File: src/rtl/tdc_capture_ctrl.sv
// tdc_capture_ctrl: launches the delay line, ones-counts each capture and sums 2^ACC_LOG2 samples.
module tdc_capture_ctrl #(
  parameter int TAPS     = 32,
  parameter int ACC_LOG2 = 3,
  parameter int RECOVER  = 4,
  parameter int CNT_W    = $clog2(TAPS+1)
) (
  input  logic                      clk,
  input  logic                      rst,
  input  logic                      start,
  input  logic [TAPS-1:0]           therm_in,
  output logic                      launch,
  output logic                      busy,
  output logic [CNT_W+ACC_LOG2-1:0] result,
  output logic                      result_valid,
  output logic                      sat
);
  localparam int RES_W = CNT_W + ACC_LOG2;
  localparam int SW    = ACC_LOG2 > 0 ? ACC_LOG2 : 1;
  localparam int RW    = RECOVER > 1 ? $clog2(RECOVER) : 1;
  typedef enum logic [2:0] {S_IDLE, S_LAUNCH, S_ACCUM, S_RECOVER, S_DONE} state_t;
  state_t           state, next;
  logic [TAPS-1:0]  cap_reg;
  logic [CNT_W-1:0] cnt;
  logic [RES_W-1:0] acc, acc_next;
  logic [SW-1:0]    sample_idx;
  logic [RW-1:0]    rcnt;
  logic             sat_acc, sat_now, last;
  // plain ones-count so bubbles in the thermometer code still contribute
  always_comb begin
    cnt = '0;
    for (int i = 0; i < TAPS; i++) cnt = cnt + CNT_W'(cap_reg[i]);
  end
  assign sat_now  = cnt == CNT_W'(TAPS);
  assign acc_next = acc + RES_W'(cnt);
  assign last     = sample_idx == SW'((1 << ACC_LOG2) - 1);
  always_comb begin
    next = state;
    unique case (state)
      S_IDLE:    next = start ? S_LAUNCH : S_IDLE;
      S_LAUNCH:  next = S_ACCUM;
      S_ACCUM:   next = last ? S_DONE : S_RECOVER;
      S_RECOVER: next = rcnt == '0 ? S_LAUNCH : S_RECOVER;
      S_DONE:    next = S_IDLE;
      default:   next = S_IDLE;
    endcase
  end
  // outputs are registered from the next state so they line up with the state they describe
  always_ff @(posedge clk) begin
    if (rst) begin
      state        <= S_IDLE;
      launch       <= 1'b0;
      busy         <= 1'b0;
      result       <= '0;
      result_valid <= 1'b0;
      sat          <= 1'b0;
      cap_reg      <= '0;
      acc          <= '0;
      sample_idx   <= '0;
      rcnt         <= '0;
      sat_acc      <= 1'b0;
    end else begin
      state        <= next;
      launch       <= next == S_LAUNCH;
      busy         <= next != S_IDLE;
      result_valid <= next == S_DONE;
      if (state == S_IDLE && start) begin
        acc        <= '0;
        sample_idx <= '0;
        sat_acc    <= 1'b0;
      end
      if (state == S_LAUNCH) cap_reg <= therm_in;
      if (state == S_ACCUM) begin
        acc     <= acc_next;
        sat_acc <= sat_acc | sat_now;
        if (last) begin
          result <= acc_next;
          sat    <= sat_acc | sat_now;
        end else begin
          sample_idx <= sample_idx + SW'(1);
          rcnt       <= RW'(RECOVER - 1);
        end
      end
      if (state == S_RECOVER && rcnt != '0) rcnt <= rcnt - RW'(1);
    end
  end
endmodule

File: config.mk
export PLATFORM = sky130hd
export DESIGN_NAME = tdc_capture_ctrl
export DESIGN_NICKNAME = d
export VERILOG_FILES = /design/src/rtl/tdc_capture_ctrl.sv
export SDC_FILE = /design/constraint.sdc
export NUM_CORES = 1
export LEC_CHECK = 0
export CORE_ASPECT_RATIO = 1.5
export CORE_MARGIN = 1
export CORE_UTILIZATION = 57
export CTS_BUF_LIST = sky130_fd_sc_hd__clkbuf_4 sky130_fd_sc_hd__clkbuf_8
export DETAILED_ROUTE_END_ITERATION = 12
export PLACE_DENSITY = 0.79
export SLEW_MARGIN = 20
export SYNTH_ARGS = -nofsm -noshare
export SYNTH_HDL_FRONTEND = slang
export SYNTH_SLANG_ARGS = --single-unit
File: constraint.sdc
create_clock -name clk -period 6.8 [get_ports clk]
set_input_delay 1.02 -clock clk [delete_from_list [all_inputs] [get_ports clk]]
set_output_delay 1.02 -clock clk [all_outputs]
set_load 0.01 [all_outputs]
# After elaboration in Yosys (flattened, before gate mapping)
# Index checks and enable logic that the tools add are counted.
[word_totals]
regBits = 63
input_bits = 35
wordCells = 78
[classes]
add_sub_neg = 34
n_eq_ne = 8
mux = 14
bitwise = 1
n_reduce_logical = 10
[ops]
columns = ["op", "n"]
rows = [
  ["adder 6 x 1 -> 6 bit", 26],
  ["2-to-1 mux 9 bit", 2],
  ["2-to-1 mux 3 bit", 4],
  ["case mux 3 bit (4 select lines)", 1],
  ["adder 9 x 6 -> 9 bit", 1],
  ["2-to-1 mux 2 bit", 4],
  ["adder 5 x 1 -> 6 bit", 1],
  ["equality test 3 x 1 -> 1 bit, second input constant", 2],
  ["equality test 3 x 2 -> 1 bit, second input constant", 2],
  ["equality test 3 bit, second input constant", 2],
  ["equality test 6 bit, second input constant", 1],
  ["nonzero test 2 bit", 3],
  ["adder 4 x 1 -> 5 bit", 1],
  ["adder 3 x 1 -> 4 bit", 1],
  ["AND reduction 2 bit", 2],
  ["adder 2 x 1 -> 3 bit", 1],
  ["adder 3 x 1 -> 3 bit, second input constant", 1],
  ["zero test 3 bit", 1],
  ["2-to-1 mux 1 bit", 3],
  ["nonzero test 3 bit", 1],
  ["adder 1 x 1 -> 2 bit", 1],
  ["logical AND 1 bit", 2],
  ["zero test 2 bit", 1],
  ["inequality test 2 x 1 -> 1 bit, second input constant", 1],
  ["other kinds (2)", 2],
]

# Depth between registers and ports, before layout
[depth]
depth_word = 34
mapped_depth = 20

# Worst setup path before layout
# No wires, ideal clock.
[synth_timing]
path_kind = "reg-to-reg"
from = "register cap_reg[0]"
to = "register result[8]"
setup_time_ps = 86
arrival_time_ps = 5730
t_required_ps = 6714
slack_ps = 984
path_stages_with_launch = 21
n_path_buf = 0
cell_sequence = "dfxtp_1 > inv_1 > fa_1 > fa_1 > fa_1 > fa_1 > fa_1 > fa_1 > inv_1 > ha_1 > inv_1 > fa_1 > nand2b_1 > a21oi_2 > xor2_1 > ha_1 > a21o_1 > a221oi_1 > nand3b_1 > xor2_1 > a211oi_1"
[synth_via]
elab_chain_len = 32
[synth_lines]
columns = ["item", "line", "text"]
rows = [
  ["start: declaration", "23", "logic [TAPS-1:0] cap_reg;"],
  ["start signal: assignment", "72", "if (state == S_LAUNCH) cap_reg <= therm_in;"],
  ["adder 1 x 1 -> 2 bit", "32", "for (int i = 0; i < TAPS; i++) cnt = cnt + CNT_W'(cap_reg[i]);"],
  ["adder 2 x 1 -> 3 bit", "32", ""],
  ["adder 3 x 1 -> 4 bit", "32", ""],
  ["adder 4 x 1 -> 5 bit", "32", ""],
  ["adder 5 x 1 -> 6 bit", "32", ""],
  ["adder 6 x 1 -> 6 bit (26 in series)", "32", ""],
  ["adder 9 x 6 -> 9 bit", "35", "assign acc_next = acc + RES_W'(cnt);"],
  ["end signal: assignment", "77", "result <= acc_next;"],
  ["end: declaration", "14", "output logic [CNT_W+ACC_LOG2-1:0] result,"],
]
# No other way between the ends.
# A chain may end at the register's enable or synchronous reset.

# Worst setup path in the final report
# Ends and elaborated chain as after synthesis.

==> results by group <==
Place
  – Final GP Congestion: 0.842
  – Dpl hpwl: 5080 um
  – Placed cell area: 3890 um^2
  – PortBufs: 47

STA
  – Fin Setup TNS: 0 ns
  – Worst hold slack: 0.455 ns
  – Final Max Tran Viols: 0
  – Achievable Freq: 161 MHz
  – Fin. Hold Viols: 0
  – RSZ-0062 raised after global routing: false
  – Setup Viol. Count Final: 0
  – Final worst path period need: 6.20 ns
  – Worst-case clock skew: 0.0119 ns
  – Worst slew pin tran: 0.997 ns
  – Period utilization: 91.2%
  – Rel. slew slack: 33.5%

Critical path
  – Setup CP Type: reg -> reg
  – CP peak stage delay: 0.57 ns
  – Worst Path Max Fanout: 4
  – Crit start category: flop
  – Slowest-stage cell, CP: fa_1
  – Family with the most delay on the worst path: adder cells
  – CP arrival: 6.46 ns
  – Most frequent CP cell: fa_1
  – Buf+Inv Stages, Crit Path: 3
  – Worst-path cell chain: inv_1, fa_1, fa_1, fa_1, fa_1, fa_1, fa_1, inv_1, ha_1, inv_1, fa_1, nand2b_1, a21oi_2, xor2_1, ha_1, a21o_1, a221oi_1, nand3b_1, xor2_1, a211oi_1
  – R2R setup slack: 0.60 ns
  – CP Capture Type: flop
  – Worst endpoint required time: 7.06 ns

Global routing
  – Grt ovf: 0
  – Largest net degree at the start of global routing: 46
  – Initial antenna violation count: 0
  – GR Util All Layers: 25.0%
  – Number of global-route vias before repair: 2,674
  – First-pass GRT wire length: 11,700 um

Detailed routing
  – DRT Pass-1 Iters: 4
  – Vias: 2,692
  – DR vias/cell: 5.25
  – Total Wirelength: 6910 um
  – Antenna-violating nets left: 0
  – WL/cell: 13.5 um
  – Iter 0 DRT Violations: 153
  – DRC viols: 0

Clock tree
  – CTS tree: done
  – Clock Latency Late Sink: 0.35 ns
  – Clock transition at the registers of the reported paths: 0.06 ns
  – Setup Fix Bufs, Post-CTS: 0
  – Longest Clk Path Bufs: 2
  – Num Clock Sinks: 63
  – Hold_buf cts: 0
  – H-tree depth: 3
  – Clock root cell: clkbuf_8
  – Cts bufs inserted: 9
  – Post-cts gate resize count: 0

Final layout
  – Max reg flops: 32
  – Design area: 4120 um^2
  – Nets: 512
  – Layout area overhead: 22.2%
  – Layout cells sized above 1: 4.99%
  – Inserted Diodes: 0
  – Filler cells: 473
  – Commonest cells after routing, fill and taps aside: nand2_1 (82), dfxtp_1 (63), inv_1 (49)
  – Commonest non-fill, non-tap cell in the layout: nand2_1

Synth
  – Flops & latches, synth: 63
  – Top FF cell, synth: dfxtp_1
  – Async set-reset flop share out of synthesis: 0%
  – Post-Synthesis Cells: 395
  – Yosys warnings: 0
  – Syn avg cell area: 8.54 um^2
  – Synthesized area: 3370 um^2
  – Netlist cell types: 36
  – EDFF count, synth: 0
  – Syn Nets: 471
  – Seq/Total Area, Yosys: 37.4%

Min path
  – Hold Path Class: reg -> reg

Die
  – Die ar.: 6230 um^2
  – Chip height: 96.2 um
  – Core area: 5740 um^2
  – Chip Width: 64.8 um
  – Rows: 34
  – Effective utilization at floorplan: 58.7%
  – I/O pin count: 48

Outcome
  – Outcome: completed

Power and ir drop
  – Leak: 1.70 nW
  – Power per cell area: 306 nW/um^2
  – Peak supply drop: 205 uV
  – Post-layout power: 1.26 mW

Flow run
  – Maxcap violations: 0
worst min-delay path: cells and delay by family (launching register included):
kind | cells | cell delay (ns)
compound gates | 1 | 0.05
simple gates | 1 | 0.05
flops | 1 | 0.31
logic make-up (layout without fill, tap and decap cells):
kind of cell,after synthesis,in the layout,share of synthesized area (%)
simple gates,143,143,19.6
compound gates,70,70,12.1
buf+inv,69,115,7.75
flops,63,63,37.4
fa+ha+maj,41,41,20.8
xor+xnor,9,9,2.34
routing by layer:
layer | vias up | global-route usage [%] | share of wire, %
li1 | 1357 | - | -
met5 | - | 0 | 0
met1 | 1271 | 26.7 | 42
met4 | 0 | 8.89 | 2.0
met3 | 11 | 7.35 | 3.5
met2 | 53 | 46.1 | 53
cells in the mapped netlist (2+ instances only):
master,instances,area share (%)
a21oi_1,46,6.8
a22oi_1,6,1.3
and3_1,2,0.37
ha_1,16,5.9
nor2_1,19,2.1
a21o_1,4,0.89
nand3_1,9,1.3
nand2_1,82,9.1
nand4b_1,4,1.0
a211oi_1,4,0.89
dfxtp_1,63,37
and2_1,2,0.37
a221oi_1,2,0.52
xnor2_1,3,0.78
or4_1,4,0.89
o21ai_1,2,0.30
nand2b_1,3,0.56
xor2_1,6,1.6
nand3b_1,7,1.6
or3b_1,2,0.52
fa_1,25,15
clkbuf_1,18,2.0
inv_1,49,5.5
nor3_1,5,0.74
power breakdown:
group | internal [mW] | switching [mW]
clock network | 0.234 | 0.143
logic | 0.197 | 0.278
registers | 0.393 | 0.0163
metrics by stage:
stage / util, % / cells / setup slack [ns]
3_5_place_dp: 67.7 / 497 / 0.616
4_1_cts: 71.7 / 513 / 0.592
6_report: 71.7 / 513 / 0.601
5_1_grt: 71.7 / 513 / 0.280
3_3_place_gp: 67.3 / 496 / 0.738
2_1_floorplan: - / 395 / 0.984
cell type report:
cell class | count | area (um^2) | area share, %
timing repair buffer | 49 | 493 | 12.0
clock inverter | 3 | 65.1 | 1.58
inverter | 50 | 189 | 4.59
clock buffer | 13 | 166 | 4.04
sequential | 63 | 1260 | 30.6
tap | 72 | 90.1 | 2.19
multi-input combinational | 263 | 1850 | 45.0
path summary, 6_finish.rpt:
check	from	endpoint	cells after the start
setup / recovery	cap_reg[0]$_SDFFE_PP0P_	result[8]$_SDFFE_PP0P_	20
hold / removal	cap_reg[11]$_SDFFE_PP0P_	cap_reg[11]$_SDFFE_PP0P_	2
setup reg to reg	cap_reg[0]$_SDFFE_PP0P_	result[8]$_SDFFE_PP0P_	20
hold reg to reg	cap_reg[11]$_SDFFE_PP0P_	cap_reg[11]$_SDFFE_PP0P_	2
No activity file was read; power rests on OpenSTA's default activity.
